**config.mk**
```make
export PLATFORM = sky130hd
export DESIGN_NAME = alu_flat
export DESIGN_NICKNAME = d
export VERILOG_FILES = /design/src/rtl/alu_if.sv /design/src/rtl/alu.sv /design/src/flat_wrapper.sv
export SDC_FILE = /design/constraint.sdc
export NUM_CORES = 1
export LEC_CHECK = 0
export ABC_AREA = 1
export BUFFER_PORTS_ARGS = -buffer_cell sky130_fd_sc_hd__buf_2
export CAP_MARGIN = 10
export CORE_UTILIZATION = 48
export CTS_BUF_LIST = sky130_fd_sc_hd__clkbuf_4 sky130_fd_sc_hd__clkbuf_8
export DETAILED_ROUTE_END_ITERATION = 8
export PLACE_DENSITY = 0.71
export SYNTH_ARGS = -nofsm -noshare
export SYNTH_HDL_FRONTEND = slang
export SYNTH_SLANG_ARGS = --single-unit
export TNS_END_PERCENT = 50
```
**constraint.sdc**
```tcl
create_clock -name clk -period 2.2 [get_ports clk]
set_input_delay 0 -clock clk [delete_from_list [all_inputs] [get_ports clk]]
set_output_delay 0 -clock clk [all_outputs]
set_load 0.03 [all_outputs]
```
**src/rtl/alu_if.sv**
```systemverilog
// Operand/result bundle between the register-file read ports, the ALU and writeback.
// The flag outputs zero_o/ovf_o exist only when ALU_FLAGS_EN is defined.
interface alu_if #(
  parameter int REG_WIDTH = 4
);
  logic [REG_WIDTH-1:0] a_i;
  logic [REG_WIDTH-1:0] b_i;
  logic [3:0]           instr_i;
  logic                 cin_i;
  logic [REG_WIDTH-1:0] out_o;
  logic                 cout_o;
`ifdef ALU_FLAGS_EN
  logic                 zero_o;
  logic                 ovf_o;

  modport master (output a_i, b_i, instr_i, cin_i, input out_o, cout_o, zero_o, ovf_o);
  modport slave  (input a_i, b_i, instr_i, cin_i, output out_o, cout_o, zero_o, ovf_o);
`else
  modport master (output a_i, b_i, instr_i, cin_i, input out_o, cout_o);
  modport slave  (input a_i, b_i, instr_i, cin_i, output out_o, cout_o);
`endif
endinterface

```
**src/rtl/alu.sv**
```systemverilog
// 16-operation registered integer ALU (1-cycle latency, new op every cycle).
// Define ALU_FLAGS_EN to add registered zero_o and signed-overflow ovf_o outputs.
module alu #(
  parameter int REG_WIDTH = 4
) (
  input  logic  clk,
  input  logic  reset,
  alu_if.slave  bus
);
  localparam int W = REG_WIDTH;

  logic [W-1:0] w_a;
  logic [W-1:0] w_b;
  logic [W-1:0] w_addend;
  logic         w_carry_in;
  logic [W:0]   w_sum;
  logic [W-1:0] w_res;
  logic         w_cout;

  logic [W-1:0] r_out;
  logic         r_cout;

  assign w_a = bus.a_i;
  assign w_b = bus.b_i;

  // ADD/SUB/INC/DEC share one adder: only the addend and carry-in differ.
  always_comb begin
    w_addend   = w_b;
    w_carry_in = bus.cin_i;
    case (bus.instr_i[1:0])
      2'b00:   begin w_addend = w_b;        w_carry_in = bus.cin_i; end
      2'b01:   begin w_addend = ~w_b;       w_carry_in = bus.cin_i; end
      2'b10:   begin w_addend = '0;         w_carry_in = 1'b1;      end
      default: begin w_addend = {W{1'b1}};  w_carry_in = 1'b0;      end
    endcase
  end

  assign w_sum = {1'b0, w_a} + {1'b0, w_addend} + {{W{1'b0}}, w_carry_in};

  always_comb begin
    w_res  = '0;
    w_cout = 1'b0;
    case (bus.instr_i)
      4'h0, 4'h1, 4'h2, 4'h3: begin
        w_res  = w_sum[W-1:0];
        w_cout = w_sum[W];
      end
      4'h4: w_res = w_a & w_b;
      4'h5: w_res = w_a | w_b;
      4'h6: w_res = w_a ^ w_b;
      4'h7: w_res = ~w_a;
      4'h8: w_res = w_a;
      4'h9: w_res = w_b;
      4'hA: begin w_res = {w_a[W-2:0], bus.cin_i};   w_cout = w_a[W-1]; end
      4'hB: begin w_res = {bus.cin_i, w_a[W-1:1]};   w_cout = w_a[0];   end
      4'hC: begin w_res = {w_a[W-1], w_a[W-1:1]};    w_cout = w_a[0];   end
      4'hD: begin w_res = {w_a[W-2:0], w_a[W-1]};    w_cout = w_a[W-1]; end
      4'hE: begin w_res = {w_a[0], w_a[W-1:1]};      w_cout = w_a[0];   end
      default: begin
        w_res  = {{(W-1){1'b0}}, (w_a < w_b)};
        w_cout = (w_a == w_b);
      end
    endcase
  end

  always_ff @(posedge clk) begin
    if (reset) begin
      r_out  <= '0;
      r_cout <= 1'b0;
    end else begin
      r_out  <= w_res;
      r_cout <= w_cout;
    end
  end

  assign bus.out_o  = r_out;
  assign bus.cout_o = r_cout;

`ifdef ALU_FLAGS_EN
  logic w_is_arith;
  logic w_ovf;
  logic r_zero;
  logic r_ovf;

  // Signed overflow: both adder inputs share a sign that the result does not.
  assign w_is_arith = (bus.instr_i[3:2] == 2'b00);
  assign w_ovf      = w_is_arith && (w_a[W-1] == w_addend[W-1]) && (w_sum[W-1] != w_a[W-1]);

  always_ff @(posedge clk) begin
    if (reset) begin
      r_zero <= 1'b0;
      r_ovf  <= 1'b0;
    end else begin
      r_zero <= (w_res == '0);
      r_ovf  <= w_ovf;
    end
  end

  assign bus.zero_o = r_zero;
  assign bus.ovf_o  = r_ovf;
`endif
endmodule

```
**src/flat_wrapper.sv**
```systemverilog
// flat-port wrapper written by rule: the top's interface ports become plain ports
module alu_flat 
#(
  parameter int REG_WIDTH = 4
)
  (clk, reset, bus_a_i, bus_b_i, bus_instr_i, bus_cin_i, bus_out_o, bus_cout_o);
  alu_if #(.REG_WIDTH(REG_WIDTH)) bus_i ();
  input  logic clk;
  input  logic reset;
  input wire logic [$bits(bus_i.a_i)-1:0] bus_a_i;
  input wire logic [$bits(bus_i.b_i)-1:0] bus_b_i;
  input wire logic [$bits(bus_i.instr_i)-1:0] bus_instr_i;
  input wire logic [$bits(bus_i.cin_i)-1:0] bus_cin_i;
  output wire logic [$bits(bus_i.out_o)-1:0] bus_out_o;
  output wire logic [$bits(bus_i.cout_o)-1:0] bus_cout_o;
  assign bus_i.a_i = bus_a_i;
  assign bus_i.b_i = bus_b_i;
  assign bus_i.instr_i = bus_instr_i;
  assign bus_i.cin_i = bus_cin_i;
  assign bus_out_o = bus_i.out_o;
  assign bus_cout_o = bus_i.cout_o;
  alu #(.REG_WIDTH(REG_WIDTH)) u_core (.clk(clk), .reset(reset), .bus(bus_i));
endmodule
```
==> flow_metrics.tcl <==
set metrics [dict create \
    ys_top_cells_by_area "nand2_1, ha_1, inv_1, dfxtp_1, nor2_1" \
    hp-start "bus_b_i[2]" \
    yosys.area.top_type_share_pct 24.26 \
    final_nets 243 \
    synth.distinct_cells 16 \
    ios 20 \
    cts_root_buffer "clkbuf_4" \
    ctsHtreeMaxLevel 1 \
    yosys_warnings 0 \
    die_y_um 48.12 \
    dp_cells 231 \
    cp-end-kind "flop" \
    crit_required_ns 2.33 \
    grt_first_pass_wirelength_um 4257 \
    fmax_mhz 522.2 \
    startpoint "bus_instr_i[0]" \
    portBuffers 19 \
    status "complete, no violations" \
    syn-instance-count 183 \
    routedWlPerCell_um 11.64 \
    fin_cells 236 \
    slew_headroom_pct 71.96 \
    first_pass_iters 4 \
    grt_max_degree 10 \
    cts_sinks 5 \
    total_power_w 0.0004334 \
    first_global_vias 1019 \
    rows 16 \
    tightest_slew_ns 0.4190 \
    rsz0062_at_grt "false" \
    synth_seq_cells 5 \
    coreArea_um2 1982 \
    vdd_drop_max_v 0.0002455 \
    drc 0 \
    overflow 0 \
    synth_area_per_cell_um2 5.579 \
    fillers 211 \
    timing.final.crit_share_pct 87.04 \
    cts-resized-gates 0 \
    report.final.hold_viol_count 0 \
    fin_tns_setup_ns 0 \
    cp-start-kind "input pin" \
    vias 1197 \
    clk_pin_slew_ns 0.04 \
    max_cap_viol_count 0 \
    antenna_found_initial 0 \
    drt-initial-drc-count 30 \
    synth_area_um2 1021 \
    die-area_um2 2316 \
    gp_congestion 0.8960 \
    hold_end "u_core.bus.out_o[2]" \
    clock_path_buffers 2 \
    critPathKind "input pin to flop" \
    crit_fanout 8 \
    seq_area_frac_synth_pct 9.804 \
    setup_violations 0 \
    cts_tree "done" \
    p_per_area_nw_per_um2 360.8 \
    dpl.hpwl_um 2300 \
    hp-class "input pin to flop" \
    arrival_ns 2.05 \
    synthesis.nets 216 \
    yosysTopAreaCell "nand2_1" \
    start_util_pct 51.52 \
    area_growth_pct 17.65 \
    ant_nets 0 \
    hold_path_depth 7 \
    grt_usage_pct 26.32 \
    routed_wl_um 2746 \
    p_leak_nw 0.7302 \
    n_antenna_cell 0 \
    finalCriticalPeriod_ns 1.915 \
    cts_buffers 3 \
    viasPerCell 5.072 \
    fp.dieW_um 48.12 \
    drive_gt1_share_pct 16.27 \
    slew_violations 0 \
]
[registers in the layout, indices dropped and copies added, names as in the netlist]
name	cells
u_core.bus.cout_o	1
u_core.bus.out_o	4
[power breakdown]
group	switching (W)	internal, W	total, W
Combinational	0.000140	0.0000764	0.000216
Clock	0.0000344	0.0000806	0.000115
Sequential	0.00000178	0.000100	0.000102
Total	0.000176	0.000257	0.000433
[worst max path at each step]
stage               cells past startpoint             endpoint  slack [ns]
global route                           14  u_core.bus.out_o[2]        0.07
CTS                                    14  u_core.bus.out_o[2]        0.28
floorplan                              14  u_core.bus.out_o[2]        0.19
finish                                 14  u_core.bus.out_o[2]        0.29
global placement                       14  u_core.bus.out_o[2]        0.08
detailed placement                     14  u_core.bus.out_o[2]        0.04
[what timing repair did]
action                                 4_1_cts  5_1_grt
endpoints found under the hold margin        2        0
buffers inserted                             0        0
hold buffers                                 1        0
[critical path, stage by stage]
cell and delay, ns:
buf_2 0.16, clkinv_1 0.08, nand2_2 0.06, nand2_1 0.07, o21ai_0 0.10, fa_1 0.45
fa_1 0.42, or2_2 0.31, nand3_1 0.08, nand2_1 0.06, nor2_1 0.09, nand3_1 0.08
nand2_1 0.06, inv_1 0.03
[synth_stat cells (all sizes together)]
master,n
inv,27
ha,16
o21ai,9
buf,1
nand3,15
nor2,29
fa,2
a21oi,9
or2,1
clkinv,1
dfxtp,5
nand2,68
[cell families (layout without fill, tap and decap cells)]
family,Yosys count,count (layout),synth area share [%]
AO/OA/AOI/OAI,18,18,9.191
adder cells (fa/ha/maj),18,18,23.53
buffers and inverters,29,55,11.40
flip-flops,5,5,9.804
AND/OR/NAND/NOR,113,113,46.08
[cell usage in the layout, fill, tap and decap left out]
cell | netlist | layout
nor2_1 | 25 | 25
nand2_2 | 2 | 2
ha_1 | 16 | 16
a21oi_1 | 9 | 9
or2_2 | 1 | 1
buf_4 | 0 | 3
dlygate4sd3_1 | 0 | 1
nand3_1 | 15 | 15
clkinv_1 | 1 | 1
clkbuf_4 | 0 | 4
buf_2 | 0 | 19
fa_1 | 2 | 2
nor2_4 | 2 | 2
o21ai_2 | 1 | 1
inv_1 | 27 | 27
o21ai_0 | 8 | 8
nand2_1 | 66 | 66
nor2_2 | 2 | 2
dfxtp_1 | 5 | 5
[metal layers]
layer / GRT usage, % / wire, µm / up-vias
met5: 0 / 0 / -
li1: - / - / 617
met4: 10.56 / 37 / 0
met3: 1.481 / 151 / 4
met1: 34.15 / 1195 / 534
met2: 45.41 / 1362 / 42
[metrics by stage]
step	hold WS [ns]	cell area (µm²)	util [%]	setup WS, ns
after global routing	0.2527	1201	60.61	0.07054
after CTS	0.1801	1201	60.61	0.2843
final	0.1837	1201	60.61	0.2851
after detailed placement	0.2173	1161	58.59	0.04196
after floorplan	0.07238	1021	-	0.1872
after global placement	0.2111	1161	58.59	0.08075
[layout make-up]
cell class              instances  area (µm²)  area share (%)
well taps                      27       33.78           2.813
multi-input cells             149       804.5           66.98
flip-flops and latches          5       100.1           8.333
repair buffers                 23       127.6           10.62
inverters                      28       105.1           8.750
clock buffers                   4       30.03           2.500
No activity file was read; power rests on OpenSTA's default activity.
